[src/rtl/fb_pkg.sv]
// rtl/fb_pkg.sv - shared state enum, default region geometry and address helpers for the framebuffer writer
package fb_pkg;

  typedef enum logic [1:0] {
    IDLE  = 2'd0,
    WRITE = 2'd1,
    DONE  = 2'd2
  } fb_state_e;

  localparam int unsigned IMAGE_1_W_DEF = 400;
  localparam int unsigned IMAGE_1_H_DEF = 400;
  localparam int unsigned IMAGE_2_W_DEF = 200;
  localparam int unsigned IMAGE_2_H_DEF = 200;
  localparam int unsigned ADDR_W_DEF    = 19;

  // Image-2 sits directly after image-1 in the framebuffer.
  function automatic int unsigned base_addr(input int unsigned img1_w, input int unsigned img1_h);
    return img1_w * img1_h;
  endfunction

  // Counter width for a dimension; a dimension of 1 still needs a 1-bit counter.
  function automatic int unsigned cnt_w(input int unsigned n);
    return (n > 1) ? $clog2(n) : 1;
  endfunction

endpackage

[src/rtl/raster_counter.sv]
// rtl/raster_counter.sv - raster-order column/row counter with enable, clear and last-pixel flag
module raster_counter
  import fb_pkg::*;
#(
  parameter int unsigned WIDTH  = IMAGE_2_W_DEF,
  parameter int unsigned HEIGHT = IMAGE_2_H_DEF,
  localparam int unsigned COL_W = cnt_w(WIDTH),
  localparam int unsigned ROW_W = cnt_w(HEIGHT)
) (
  input  logic             clk,
  input  logic             rst_n,
  input  logic             en_i,
  input  logic             clr_i,
  output logic [COL_W-1:0] col_o,
  output logic [ROW_W-1:0] row_o,
  output logic             last_o
);

  localparam logic [COL_W-1:0] COL_LAST = COL_W'(WIDTH - 1);
  localparam logic [ROW_W-1:0] ROW_LAST = ROW_W'(HEIGHT - 1);

  logic [COL_W-1:0] col_q, col_d;
  logic [ROW_W-1:0] row_q, row_d;
  logic             col_last, row_last;

  assign col_last = (col_q == COL_LAST);
  assign row_last = (row_q == ROW_LAST);

  // Next position: clear wins over enable; the final pixel wraps back to (0,0)
  always_comb begin
    col_d = col_q;
    row_d = row_q;
    if (clr_i) begin
      col_d = '0;
      row_d = '0;
    end else if (en_i) begin
      if (col_last) begin
        col_d = '0;
        row_d = row_last ? '0 : row_q + 1'b1;
      end else begin
        col_d = col_q + 1'b1;
      end
    end
  end

  // Position registers
  always_ff @(posedge clk or negedge rst_n) begin
    if (!rst_n) begin
      col_q <= '0;
      row_q <= '0;
    end else begin
      col_q <= col_d;
      row_q <= row_d;
    end
  end

  assign col_o  = col_q;
  assign row_o  = row_q;
  assign last_o = col_last && row_last;

endmodule

[src/rtl/framebuffer_region_writer.sv]
// rtl/framebuffer_region_writer.sv - streams raster pixels into the image-2 framebuffer region; FB_WRITER_OVERRUN_EN adds the sticky overrun flag
module framebuffer_region_writer
  import fb_pkg::*;
#(
  parameter int unsigned IMAGE_1_W = IMAGE_1_W_DEF,
  parameter int unsigned IMAGE_1_H = IMAGE_1_H_DEF,
  parameter int unsigned IMAGE_2_W = IMAGE_2_W_DEF,
  parameter int unsigned IMAGE_2_H = IMAGE_2_H_DEF,
  parameter int unsigned ADDR_W    = ADDR_W_DEF
) (
  input  logic              clk,
  input  logic              rst_n,
  input  logic              start,
  input  logic              abort,
  input  logic              pix_valid,
  input  logic [7:0]        pix_data,
  output logic              pix_ready,
  output logic              mem_we,
  output logic [ADDR_W-1:0] mem_addr,
  output logic [7:0]        mem_wdata,
  output logic              busy,
  output logic              done,
  output logic              overrun
);

  // The region must fit: base_addr + IMAGE_2_W*IMAGE_2_H <= 2**ADDR_W.
  localparam int unsigned       BASE_INT = base_addr(IMAGE_1_W, IMAGE_1_H);
  localparam logic [ADDR_W-1:0] BASE     = ADDR_W'(BASE_INT);
  localparam int unsigned       COL_W    = cnt_w(IMAGE_2_W);
  localparam int unsigned       ROW_W    = cnt_w(IMAGE_2_H);

  fb_state_e         state_q;
  logic              pix_ready_q, busy_q, done_q;
  logic [ADDR_W-1:0] addr_q, addr_d;
  logic              mem_we_q;
  logic [ADDR_W-1:0] mem_addr_q;
  logic [7:0]        mem_wdata_q;

  logic              accept, start_go, abort_go, last_pix;
  logic [COL_W-1:0]  cnt_col;
  logic [ROW_W-1:0]  cnt_row;
  logic              unused_pos;

  assign accept   = pix_valid && pix_ready_q;
  assign start_go = (state_q == IDLE) && start && !abort;
  assign abort_go = (state_q == WRITE) && abort;

  raster_counter #(
    .WIDTH  (IMAGE_2_W),
    .HEIGHT (IMAGE_2_H)
  ) u_raster (
    .clk    (clk),
    .rst_n  (rst_n),
    .en_i   (accept),
    .clr_i  (start_go || abort_go),
    .col_o  (cnt_col),
    .row_o  (cnt_row),
    .last_o (last_pix)
  );

  // Position is kept for display-side reuse; only the last-pixel flag steers this block.
  assign unused_pos = ^{cnt_col, cnt_row};

  // Frame FSM with registered ready/busy/done outputs
  always_ff @(posedge clk or negedge rst_n) begin
    if (!rst_n) begin
      state_q     <= IDLE;
      pix_ready_q <= 1'b0;
      busy_q      <= 1'b0;
      done_q      <= 1'b0;
    end else begin
      done_q <= 1'b0;
      unique case (state_q)
        IDLE: begin
          if (start_go) begin
            state_q     <= WRITE;
            pix_ready_q <= 1'b1;
            busy_q      <= 1'b1;
          end
        end
        WRITE: begin
          if (abort) begin
            state_q     <= IDLE;
            pix_ready_q <= 1'b0;
            busy_q      <= 1'b0;
          end else if (accept && last_pix) begin
            state_q     <= DONE;
            pix_ready_q <= 1'b0;
            done_q      <= 1'b1;
          end
        end
        DONE: begin
          state_q <= IDLE;
          busy_q  <= 1'b0;
        end
        default: begin
          state_q     <= IDLE;
          pix_ready_q <= 1'b0;
          busy_q      <= 1'b0;
        end
      endcase
    end
  end

  // Running write address: reload at frame start, clear on abort, step per accepted pixel
  always_comb begin
    addr_d = addr_q;
    if (start_go) begin
      addr_d = BASE;
    end else if (abort_go) begin
      addr_d = '0;
    end else if (accept) begin
      addr_d = addr_q + 1'b1;
    end
  end

  // Address counter register
  always_ff @(posedge clk or negedge rst_n) begin
    if (!rst_n) begin
      addr_q <= '0;
    end else begin
      addr_q <= addr_d;
    end
  end

  // Write port: one-cycle strobe per accepted pixel; address/data hold between writes
  always_ff @(posedge clk or negedge rst_n) begin
    if (!rst_n) begin
      mem_we_q    <= 1'b0;
      mem_addr_q  <= '0;
      mem_wdata_q <= '0;
    end else begin
      mem_we_q <= accept;
      if (accept) begin
        mem_addr_q  <= addr_q;
        mem_wdata_q <= pix_data;
      end
    end
  end

`ifdef FB_WRITER_OVERRUN_EN
  logic overrun_q;

  // Sticky flag for pixels offered while not accepting; an accepted start clears it first
  always_ff @(posedge clk or negedge rst_n) begin
    if (!rst_n) begin
      overrun_q <= 1'b0;
    end else if (start_go) begin
      overrun_q <= 1'b0;
    end else if (pix_valid && ((state_q == IDLE) || (state_q == DONE))) begin
      overrun_q <= 1'b1;
    end
  end

  assign overrun = overrun_q;
`else
  assign overrun = 1'b0;
`endif

  assign pix_ready = pix_ready_q;
  assign busy      = busy_q;
  assign done      = done_q;
  assign mem_we    = mem_we_q;
  assign mem_addr  = mem_addr_q;
  assign mem_wdata = mem_wdata_q;

endmodule

[config.mk]
export PLATFORM = sky130hd
export DESIGN_NAME = framebuffer_region_writer
export DESIGN_NICKNAME = d
export VERILOG_FILES = /design/src/rtl/fb_pkg.sv /design/src/rtl/raster_counter.sv /design/src/rtl/framebuffer_region_writer.sv
export SDC_FILE = /design/constraint.sdc
export NUM_CORES = 1
export LEC_CHECK = 0
export CELL_PAD_IN_SITES_DETAIL_PLACEMENT = 1
export CELL_PAD_IN_SITES_GLOBAL_PLACEMENT = 2
export CORE_MARGIN = 4
export CORE_UTILIZATION = 42
export DETAILED_ROUTE_END_ITERATION = 8
export DONT_BUFFER_PORTS = 1
export PLACE_DENSITY = 0.84
export REMOVE_ABC_BUFFERS = 1
export SETUP_SLACK_MARGIN = 0.15
export SLEW_MARGIN = 10
export SYNTH_ARGS = -nofsm -noshare
export SYNTH_HDL_FRONTEND = slang
export SYNTH_HIERARCHICAL = 1
export SYNTH_SLANG_ARGS = --single-unit
export TNS_END_PERCENT = 30
[constraint.sdc]
create_clock -name clk -period 5.4 [get_ports clk]
set_input_delay 1.08 -clock clk [delete_from_list [all_inputs] [get_ports clk]]
set_output_delay 1.08 -clock clk [all_outputs]
set_load 0.05 [all_outputs]
==> results.toml <==
[run_status]
run_status = "finished, final reports clean"

[worst_setup_path]
critPathSlowestCell = "or4_1"
ff2ff_setup_slack_ns = 2.52
path_max_fanout = 35
critical_path.reg2reg.endpoint = "addr_q[15]"
worstPathArrival_ns = 3.15
cell_breakdown_of_the_critical_path = "nand2_2 > or4_1 > or4_1 > a21oi_1"
critical_path_required_ns = 5.67
critPathLaunchType = "flip-flop"
crit_path_capture_type = "flip-flop"
reg2reg_from = "pix_ready"
timing.critical_path.slowest_cell_delay_ns = 0.82
most_prevalent_standard_cell_on_the_critical_path = "or4_1"
reg2regPathDepth = 4
worst_setup_path_startpoint = "pix_ready"
crit_type = "reg -> reg"
timing.critical_path.to = "addr_q[15]"

[die]
die_x_microns = 95.0
design.die.area_sq_um = 9020
floorplan.core_area_sq_um = 7290
dieHeight_microns = 95.0
top_level_ports = 45
floorplan.rows = 31
floorplan.initialDensity = 0.436

[synth]
postSynthCellCount = 336
synth-seq-area-share = 0.536
synth_edf_count = 0
netlist-cell-type-count = 49
ys_top_cells_by_area = "dfrtp_1 (54%), nand2_1 (12%), a21oi_1 (2.5%)"
syn-cell-area_sq_um = 3180
count_of_state_elements_after_synthesis = 68
synth.most_common_cell = "nand2_1"
syn_avg_cell_area_sq_um = 9.45
synthTopCellsByCount = "nand2_1 (100), dfrtp_1 (68), a21oi_1 (16)"
post-synth-top-area-cell = "dfrtp_1"
yosysWarnings = 6
synth-async-reset-ratio = 1.00
ys.flop_type = "dfrtp_1"
netlist.area_leader.share = 0.536

[route]
detail_route.iter0.violations = 110
post-route-drc-count = 0
route.antenna.remaining_nets = 0
via_per_inst = 5.58
wirelength_microns = 7390
routed-via-count = 2449
drtPass1Iterations = 4
route.detailed.wl_per_inst_microns = 16.8

[global_route]
via_count_of_the_first_global_routing_pass = 2538
antenna_found_initial = 0
grt_pass1_wl_microns = 12500
total_overflow_reported_by_the_global_router = 0
grt_max_degree = 69
grt.total_usage = 0.180

[finish]
area_delta_synth_final_pct = 8.43
drive_gt1_frac = 0.0941
nets = 352
fin_cells = 439
post-route-util = 0.472
antenna_cells_inserted = 0
fin_area_sq_um = 3440

[clock_network]
number_of_instances_resized_during_post_cts_repair = 0
htree_num_levels = 3
post_cts_hold_buffer_count = 0
max-clock-path-buffers = 2
ctsRootBufferMaster = "clkbuf_8"
cts.sink_count = 68
cts_tree = "yes"
cts_made_buffers = 9
cts.reportedPaths.clkPinSlew_ns = 0.07
postCtsSetupBuffers = 0
clock_latency_reported_for_the_late_side_of_the_worst_skew_pair_ns = 0.34

[sta]
setup_viol_count_final = 0
final-hold-violation-count = 0
setup-tns-final_ns = 0
layout_worst_path_cycle_share = 0.534
maxClockFrequency_ghz = 0.347
slew_headroom = 0.540
fin_hold_ws_ns = 0.424
worst_clock_skew_ns = 0.00605
rsz0062_at_grt = "no"
tightestPinTransition_ns = 0.687
slew_viol_final = 0
finalWorstSetupSlack_ns = 2.52
fin_crit_ns = 2.88

[place]
gp_congestion = 0.819
dp_slack_ns = 2.21
io_buffers = 0
post-place-cells = 423
dp_hpwl_microns = 4930
postPlaceCellArea_sq_um = 3240

[power]
p_total_mw = 1.28
vdd_ir_drop_max_mv = 0.186
cellPowerDensity_nw_per_um2 = 372
p_leak_nw = 1.52

[hold_path]
hp-class = "in -> async"

[run]
timing.max_cap.violations = 0
## flip-flops by register name, summed over array words and instances, names as in the netlist
| name | count |
|---|---|
| addr_q | 19 |
| busy | 1 |
| done | 1 |
| mem_addr | 19 |
| mem_wdata | 8 |
| mem_we | 1 |
| pix_ready | 1 |
| state_q | 2 |
| u_raster/col_o | 8 |
| u_raster/row_o | 8 |
## cell type report
type                            count  area, sq um
Inverter                            3         11.3
Clock buffer                       10          138
Clock inverter                      6         63.8
Timing Repair Buffer                2         15.0
Tap cell                           99          124
Multi-Input combinational cell    251         1390
Sequential cell                    68         1700
Fill cell                         877         3850
## logic make-up (layout without fill, tap and decap cells)
logic type | after synthesis | in the layout | share of synthesized area
XOR/XNOR | 12 | 12 | 0.0331
other | 1 | 1 | 0.00118
adder cells (fa/ha/maj) | 4 | 4 | 0.0158
flip-flops | 68 | 68 | 0.536
AO/OA/AOI/OAI | 47 | 47 | 0.0906
buffers and inverters | 17 | 21 | 0.0276
AND/OR/NAND/NOR | 185 | 185 | 0.289
multiplexers | 2 | 2 | 0.00670
## power by group
group / internal [mW] / switching, mW
registers: 0.564 / 0.165
logic: 0.0528 / 0.0753
clock network: 0.225 / 0.198
total: 0.842 / 0.438
## worst max-delay path, delay by kind of cell (launching register included)
| kind | cells | cell delay, ns |
|---|---|---|
| flip-flops | 1 | 0.71 |
| AO/OA/AOI/OAI | 1 | 0.16 |
| AND/OR/NAND/NOR | 3 | 1.93 |
## per-layer routing
| layer | share of wire | routed length (microns) | GRT usage | vias to the layer above |
|---|---|---|---|---|
| li1 | - | - | - | 1164 |
| met1 | 0.47 | 3450 | 0.242 | 1236 |
| met2 | 0.48 | 3560 | 0.280 | 36 |
| met3 | 0.033 | 247 | 0.0398 | 13 |
| met4 | 0.019 | 142 | 0.0757 | 0 |
| met5 | 0 | 0 | 0 | - |
## worst min-delay path by stage
stage / cells after the start / from / to
floorplan: 2 / addr_q[18] / mem_addr[18]
global placement: 2 / addr_q[18] / mem_addr[18]
detailed placement: 2 / addr_q[18] / mem_addr[18]
CTS: 0 / rst_n / mem_addr[14]
global route: 0 / rst_n / mem_addr[5]
finish: 0 / rst_n / mem_addr[14]
## cells in the final DEF, fill, tap and decap left out, types with 6 or more instances in the layout
master,count
a21oi_1,15
clkbuf_8,10
dfrtp_1,68
nand2_1,100
nand2b_1,6
nand3_1,12
nand4_1,8
nor2_1,13
o21ai_0,11
or4_1,10
xnor2_1,7
Note: power is estimated with default switching activity, not from simulation.
